`config.mk`:
```
export PLATFORM = sky130hd
export DESIGN_NAME = elevator_request_queue_flat
export DESIGN_NICKNAME = d
export VERILOG_FILES = /design/src/rtl/elevator_request_queue_pkg.sv /design/src/rtl/elevator_request_queue_if.sv /design/src/rtl/elevator_request_queue_call_edge.sv /design/src/rtl/elevator_request_queue.sv /design/src/flat_wrapper.sv
export SDC_FILE = /design/constraint.sdc
export NUM_CORES = 1
export LEC_CHECK = 0
export CAP_MARGIN = 15
export CORE_MARGIN = 10
export CORE_UTILIZATION = 50
export CTS_BUF_LIST = sky130_fd_sc_hd__clkbuf_8
export CTS_CLUSTER_DIAMETER = 40
export DETAILED_ROUTE_END_ITERATION = 12
export GPL_TIMING_DRIVEN = 0
export PLACE_DENSITY_LB_ADDON = 0.25
export SETUP_SLACK_MARGIN = 0.2
export SYNTH_ARGS = -nofsm -noshare
export SYNTH_HDL_FRONTEND = slang
export SYNTH_SLANG_ARGS = --single-unit
```
`constraint.sdc`:
```
create_clock -name clk -period 3.9 [get_ports clk]
set_input_delay 0.78 -clock clk [delete_from_list [all_inputs] [get_ports clk]]
set_output_delay 0.78 -clock clk [all_outputs]
set_load 0.02 [all_outputs]
```
`src/rtl/elevator_request_queue_pkg.sv`:
```
// Shared elevator constants, scan FSM state type and a popcount helper.
// Used by the request queue and by the destination resolver.
package elevator_pkg;

  localparam int NUM_FLOORS   = 7;
  localparam int FLOOR_W      = 3;
  localparam int SCAN_TIMEOUT = 15;
  localparam int CNT_W        = $clog2(SCAN_TIMEOUT + 1);

  localparam logic [FLOOR_W-1:0] FLOOR_NONE = 3'b111;

  typedef enum logic [1:0] {IDLE, START, WAIT} rq_state_t;

  function automatic logic [FLOOR_W-1:0] popcount(input logic [NUM_FLOORS-1:0] v);
    logic [FLOOR_W-1:0] c;
    c = '0;
    for (int i = 0; i < NUM_FLOORS; i++) begin
      c = c + FLOOR_W'(v[i]);
    end
    return c;
  endfunction

endpackage

```
`src/rtl/elevator_request_queue_if.sv`:
```
// Button/serve inputs and queue_status outputs of the request queue.
// The slave modport is the queue itself; master is the car environment.
interface elevator_request_queue_if;
  import elevator_pkg::*;

  logic [NUM_FLOORS-1:0] hall_call;
  logic [NUM_FLOORS-1:0] car_call;
  logic [FLOOR_W-1:0]    current_floor;
  logic                  floor_served;
  logic                  resolve_done;
  logic [NUM_FLOORS-1:0] pending;
  logic [NUM_FLOORS-1:0] queue_status;
  logic                  resolve_start;
  logic [FLOOR_W-1:0]    request_count;
  logic                  queue_empty;
  logic                  scan_error;

  modport master (
    output hall_call, car_call, current_floor, floor_served, resolve_done,
    input  pending, queue_status, resolve_start, request_count, queue_empty, scan_error
  );

  modport slave (
    input  hall_call, car_call, current_floor, floor_served, resolve_done,
    output pending, queue_status, resolve_start, request_count, queue_empty, scan_error
  );

endinterface

```
`src/rtl/elevator_request_queue_call_edge.sv`:
```
// Per-floor rising-edge detector on the combined button level.
// A button already held when reset releases counts as a fresh press.
module elevator_call_edge
  import elevator_pkg::*;
#(
  parameter int WIDTH = NUM_FLOORS
) (
  input  logic             clk,
  input  logic             reset,
  input  logic [WIDTH-1:0] level,
  output logic [WIDTH-1:0] press
);

  logic [WIDTH-1:0] r_prev;

  always_ff @(posedge clk) begin
    if (reset) begin
      r_prev <= '0;
    end else begin
      r_prev <= level;
    end
  end

  generate
    for (genvar gi = 0; gi < WIDTH; gi++) begin : g_edge
      assign press[gi] = level[gi] & ~r_prev[gi];
    end
  endgenerate

endmodule

```
`src/rtl/elevator_request_queue.sv`:
```
// Floor request register with a start/done scan handshake toward the resolver.
// queue_status only moves on the IDLE->START load, so the resolver sees a frozen set.
module elevator_request_queue
  import elevator_pkg::*;
(
  input  logic                     clk,
  input  logic                     reset,
  elevator_request_queue_if.slave  bus
);

  logic [NUM_FLOORS-1:0] w_level;
  logic [NUM_FLOORS-1:0] w_press;
  logic [NUM_FLOORS-1:0] w_clear;
  logic [NUM_FLOORS-1:0] w_pending_next;
  logic                  w_changed;

  rq_state_t             r_state;
  logic [NUM_FLOORS-1:0] r_pending;
  logic [NUM_FLOORS-1:0] r_queue_status;
  logic                  r_dirty;
  logic                  r_resolve_start;
  logic                  r_scan_error;
  logic [CNT_W-1:0]      r_cnt;

  assign w_level = bus.hall_call | bus.car_call;

  elevator_call_edge #(.WIDTH(NUM_FLOORS)) u_edge (
    .clk   (clk),
    .reset (reset),
    .level (w_level),
    .press (w_press)
  );

  // Clear beats set on the same floor: the doors are already open there.
  generate
    for (genvar gi = 0; gi < NUM_FLOORS; gi++) begin : g_req
      assign w_clear[gi] = bus.floor_served
                         && (bus.current_floor != FLOOR_NONE)
                         && (bus.current_floor == FLOOR_W'(gi));
      assign w_pending_next[gi] = ~w_clear[gi] & (r_pending[gi] | w_press[gi]);
    end
  endgenerate

  assign w_changed = (w_pending_next != r_pending);

  always_ff @(posedge clk) begin
    if (reset) begin
      r_state         <= IDLE;
      r_pending       <= '0;
      r_queue_status  <= '0;
      r_dirty         <= 1'b0;
      r_resolve_start <= 1'b0;
      r_scan_error    <= 1'b0;
      r_cnt           <= '0;
    end else begin
      r_pending       <= w_pending_next;
      r_resolve_start <= 1'b0;
      // A change in the same cycle as the load keeps dirty set for a rescan.
      r_dirty         <= w_changed | (r_dirty & (r_state != IDLE));
      case (r_state)
        IDLE: begin
          if (r_dirty) begin
            r_queue_status  <= r_pending;
            r_resolve_start <= 1'b1;
            r_state         <= START;
          end
        end
        START: begin
          r_cnt   <= '0;
          r_state <= WAIT;
        end
        WAIT: begin
          if (r_cnt != CNT_W'(SCAN_TIMEOUT)) begin
            r_cnt <= r_cnt + 1'b1;
          end
          if (bus.resolve_done) begin
            r_state <= IDLE;
          end else if (r_cnt == CNT_W'(SCAN_TIMEOUT)) begin
            r_scan_error <= 1'b1;
            r_state      <= IDLE;
          end
        end
        default: r_state <= IDLE;
      endcase
    end
  end

  assign bus.pending       = r_pending;
  assign bus.queue_status  = r_queue_status;
  assign bus.resolve_start = r_resolve_start;
  assign bus.scan_error    = r_scan_error;
  assign bus.request_count = popcount(r_pending);
  assign bus.queue_empty   = (r_pending == '0);

endmodule
```
`src/flat_wrapper.sv`:
```
// flat-port wrapper written by rule: the top's interface ports become plain ports
module elevator_request_queue_flat import elevator_pkg::*;
  (clk, reset, bus_hall_call, bus_car_call, bus_current_floor, bus_floor_served, bus_resolve_done, bus_pending, bus_queue_status, bus_resolve_start, bus_request_count, bus_queue_empty, bus_scan_error);
  elevator_request_queue_if bus_i ();
  input  logic clk;
  input  logic reset;
  input wire logic [$bits(bus_i.hall_call)-1:0] bus_hall_call;
  input wire logic [$bits(bus_i.car_call)-1:0] bus_car_call;
  input wire logic [$bits(bus_i.current_floor)-1:0] bus_current_floor;
  input wire logic [$bits(bus_i.floor_served)-1:0] bus_floor_served;
  input wire logic [$bits(bus_i.resolve_done)-1:0] bus_resolve_done;
  output wire logic [$bits(bus_i.pending)-1:0] bus_pending;
  output wire logic [$bits(bus_i.queue_status)-1:0] bus_queue_status;
  output wire logic [$bits(bus_i.resolve_start)-1:0] bus_resolve_start;
  output wire logic [$bits(bus_i.request_count)-1:0] bus_request_count;
  output wire logic [$bits(bus_i.queue_empty)-1:0] bus_queue_empty;
  output wire logic [$bits(bus_i.scan_error)-1:0] bus_scan_error;
  assign bus_i.hall_call = bus_hall_call;
  assign bus_i.car_call = bus_car_call;
  assign bus_i.current_floor = bus_current_floor;
  assign bus_i.floor_served = bus_floor_served;
  assign bus_i.resolve_done = bus_resolve_done;
  assign bus_pending = bus_i.pending;
  assign bus_queue_status = bus_i.queue_status;
  assign bus_resolve_start = bus_i.resolve_start;
  assign bus_request_count = bus_i.request_count;
  assign bus_queue_empty = bus_i.queue_empty;
  assign bus_scan_error = bus_i.scan_error;
  elevator_request_queue u_core (.clk(clk), .reset(reset), .bus(bus_i));
endmodule
```
==> results of run 1 <==
==> cell usage after synthesis (3+ instances only) <==
| master | number |
|---|---|
| nand3_1 | 3 |
| inv_1 | 12 |
| nor4_1 | 8 |
| nand2b_1 | 3 |
| fa_1 | 3 |
| nor3_1 | 11 |
| buf_6 | 3 |
| dfxtp_1 | 30 |
| o21ai_0 | 3 |
| nor2_1 | 40 |
| nand2_1 | 3 |
| nor2b_1 | 3 |
| ha_1 | 5 |
| mux2i_1 | 8 |
| a21oi_1 | 5 |
| and4b_1 | 3 |
==> metal layers <==
metal  GRT usage [%]  vias to the layer above  share of wire [%]  wire, µm
li1                -                      705                  -         -
met1            15.5                      690                 39      1610
met2            26.6                       54                 51      2100
met3            7.10                        7                8.4       347
met4            4.54                        0                1.7        71
met5               0                        -                  0         0
==> cells by family after synthesis <==
family,share of synthesized area (%)
muxes,5.24
adders and majority gates,8.03
AOI/OAI and AO/OA,7.86
and+or+nand+nor,32.2
xor gates and xnor gates,0.573
DFF,39.3
buffers and inverters,6.80
==> worst max-delay path by stage <==
| stage | end | startpoint | slack [ps] |
|---|---|---|---|
| 3_5_place_dp | bus_request_count[2] | u_core.bus.pending[1] | -100 |
| 2_1_floorplan | bus_request_count[2] | u_core.bus.pending[1] | 360 |
| 6_report | bus_request_count[1] | u_core.bus.pending[1] | 260 |
| 5_1_grt | bus_request_count[1] | u_core.bus.pending[1] | 190 |
| 4_1_cts | bus_request_count[2] | u_core.bus.pending[1] | 190 |
| 3_3_place_gp | bus_request_count[2] | u_core.bus.pending[1] | -40 |
==> state kept, by name, indices dropped and copies added, names as in the netlist <==
register	flops
u_core.bus.pending	7
u_core.bus.queue_status	7
u_core.bus.resolve_start	1
u_core.bus.scan_error	1
u_core.r_cnt	4
u_core.r_dirty	1
u_core.r_state	2
u_core.u_edge.r_prev	7
==> timing repair <==
item	CTS	global route
hold buffers	0	0
resized for setup	14	4
endpoints found under the setup margin	3	2
hold endpoints to repair	0	0
setup buffers	0	6
pin swaps	0	1
==> worst register-to-register path, stage by stage (launching register included) <==
cell and delay (ps):
dfxtp_1 430, ha_1 260, nand3_1 180, nand4_1 170, nor3_1 70, a2111oi_2 320
==> layout make-up <==
cell class / count / area, µm²
plain buffers: 9 / 58.8
clock buffers: 6 / 82.6
clock inverters: 2 / 8.76
fillers: 225 / 709
inverters: 12 / 45.0
multi-input cells: 121 / 838
flip-flops and latches: 30 / 608
well taps: 31 / 38.8
repair buffers: 46 / 439
==> stage by stage <==
step	area, µm²	total power [W]	worst slack, ps	std cells
after floorplan	1530	0.000485	365	172
after global placement	1970	0.000580	-39.9	243
after detailed placement	1970	0.000588	-100	243
after CTS	2060	0.000836	193	251
after global routing	2120	0.000885	189	257
final	2120	0.000844	260	257
==> power breakdown <==
part | total, W | switching [W] | internal [W]
Sequential | 0.000348 | 0.0000212 | 0.000327
Combinational | 0.000234 | 0.000119 | 0.000115
Clock | 0.000261 | 0.000122 | 0.000140
Total | 0.000844 | 0.000262 | 0.000582
==> flow_metrics.py, run 1 <==
metrics = {
    "grt": {
        "grt_pass1_wl_um": 6490,
        "grt_overflow": 0,
        "grt_pass1_vias": 1381,
        "track_usage_pct": 15.0,
        "antenna_found_initial": 0,
        "grt_max_degree": 11,
    },
    "critical_path": {
        "path_common_cell": "inv_1",
        "rr_endpoint": "u_core.r_cnt[3]",
        "required_ps": 3120,
        "cp.depth": 11,
        "r2r-start": "u_core.r_cnt[0]",
        "cp-end-kind": "primary output",
        "slowest_stage": "fa_2",
        "crit_path_start_kind": "register",
        "reg2reg_depth": 5,
        "reg2reg_setup_slack_ps": 2370,
        "critPathKind": "reg2out",
        "arrival_ps": 2860,
        "critPathMaxStageDelay_ps": 510,
        "crit_buf_inv": 6,
        "critPathMaxFanout": 6,
        "worstPathCellList": "inv_2 -> ha_4 -> inv_1 -> fa_1 -> fa_1 -> inv_1 -> ha_1 -> inv_1 -> fa_2 -> inv_1 -> buf_4",
        "critical_path.top_delay_family": "adder cells",
    },
    "pwr": {
        "vdd_drop_max_v": 0.000369,
        "p_per_area_nw_per_um2": 398,
        "leakage_nw": 0.864,
    },
    "final_layout": {
        "num_antenna_cells": 0,
        "syn_to_final_growth_pct": 38.7,
        "final_common_cell": "nor2_1",
        "nNetsFinal": 254,
        "final_cell_mix": "nor2_1, clkdlybuf4s50_1, dfxtp_1, inv_1, nor3_1",
        "fin_util_pct": 74.9,
        "drive_gt1_share_pct": 13.3,
    },
    "drt": {
        "first_iter_violations": 63,
        "vias_per_cell": 5.67,
        "routed_wirelength_um": 4130,
        "remaining_drc_errors": 0,
        "routedWlPerCell_um": 16.1,
        "dr.pass1.iters": 4,
        "ant_nets": 0,
        "vias": 1456,
    },
    "logic_synthesis": {
        "synth.top_cell.area_share_pct": 39.3,
        "syn_avg_cell_area_um2": 8.88,
        "syn-num-nets": 201,
        "ys_ff_latch": 30,
        "async_reset_ff_share_pct": 0,
        "seq_area_frac_synth_pct": 39.3,
        "synthCells": 172,
        "synth_area_leaders": "dfxtp_1, nor2_1, mux2i_1",
        "yosysWarnings": 0,
        "syn_area_um2": 1530,
        "synth_edf_count": 0,
        "yosysTopAreaCell": "dfxtp_1",
        "synth_ff_type": "dfxtp_1",
        "ys_types": 38,
    },
    "clocking": {
        "cts_buffers": 5,
        "h-tree-depth": 2,
        "cts_sinks": 30,
        "clk_latency_ps": 290,
        "cts-root-buf": "clkbuf_8",
        "clk_path_buf_depth": 2,
        "tritoncts": "done",
        "clkTransAtPathRegs_ps": 70,
    },
    "floorplanning": {
        "dieHeight_um": 75.3,
        "die_w_um": 75.3,
        "io-pin-count": 41,
        "core_um2": 2830,
        "start_util_pct": 54.0,
        "die-area_um2": 5670,
        "core.rowCount": 19,
    },
    "worst_hold_path": {
        "worstHoldStart": "u_core.bus.scan_error",
        "worstHoldPathCells": 2,
        "worstHoldEndpoint": "u_core.bus.scan_error",
        "hp-class": "reg2reg",
    },
    "sta": {
        "fmax_mhz": 275,
        "setup_viol": 0,
        "finalHoldViolations": 0,
        "maxSlewViolCount": 0,
        "fin_crit_sh_pct": 93.3,
        "clock_skew_ps": 2.94,
        "fin_hold_ws_ps": 483,
        "tightest_slew_ps": 548,
        "rsz0062_at_grt": "false",
        "finalSetupTns_ps": 0,
        "max_slew_margin_pct": 63.5,
        "min_period_ps": 3640,
    },
    "flow_run": {
        "cap_violations": 0,
    },
    "placed_design": {
        "io_buffer_count": 40,
        "place.gp.congestion": 0.888,
        "dp_hpwl_um": 3110,
    },
    "outcome": {
        "status": "finished clean",
    },
}
Power figures use the tool's default switching activity.
==> run 2, diff against run 1 <==
--- a/config.mk
+++ b/config.mk
@@ -5,7 +5,7 @@
 export SDC_FILE = /design/constraint.sdc
 export NUM_CORES = 1
 export LEC_CHECK = 0
-export CAP_MARGIN = 15
+export CAP_MARGIN = 5
 export CORE_MARGIN = 10
 export CORE_UTILIZATION = 50
 export CTS_BUF_LIST = sky130_fd_sc_hd__clkbuf_8
==> results of run 2 <==
Same layout as run 1: the final DEF is identical, and so are final timing and power.
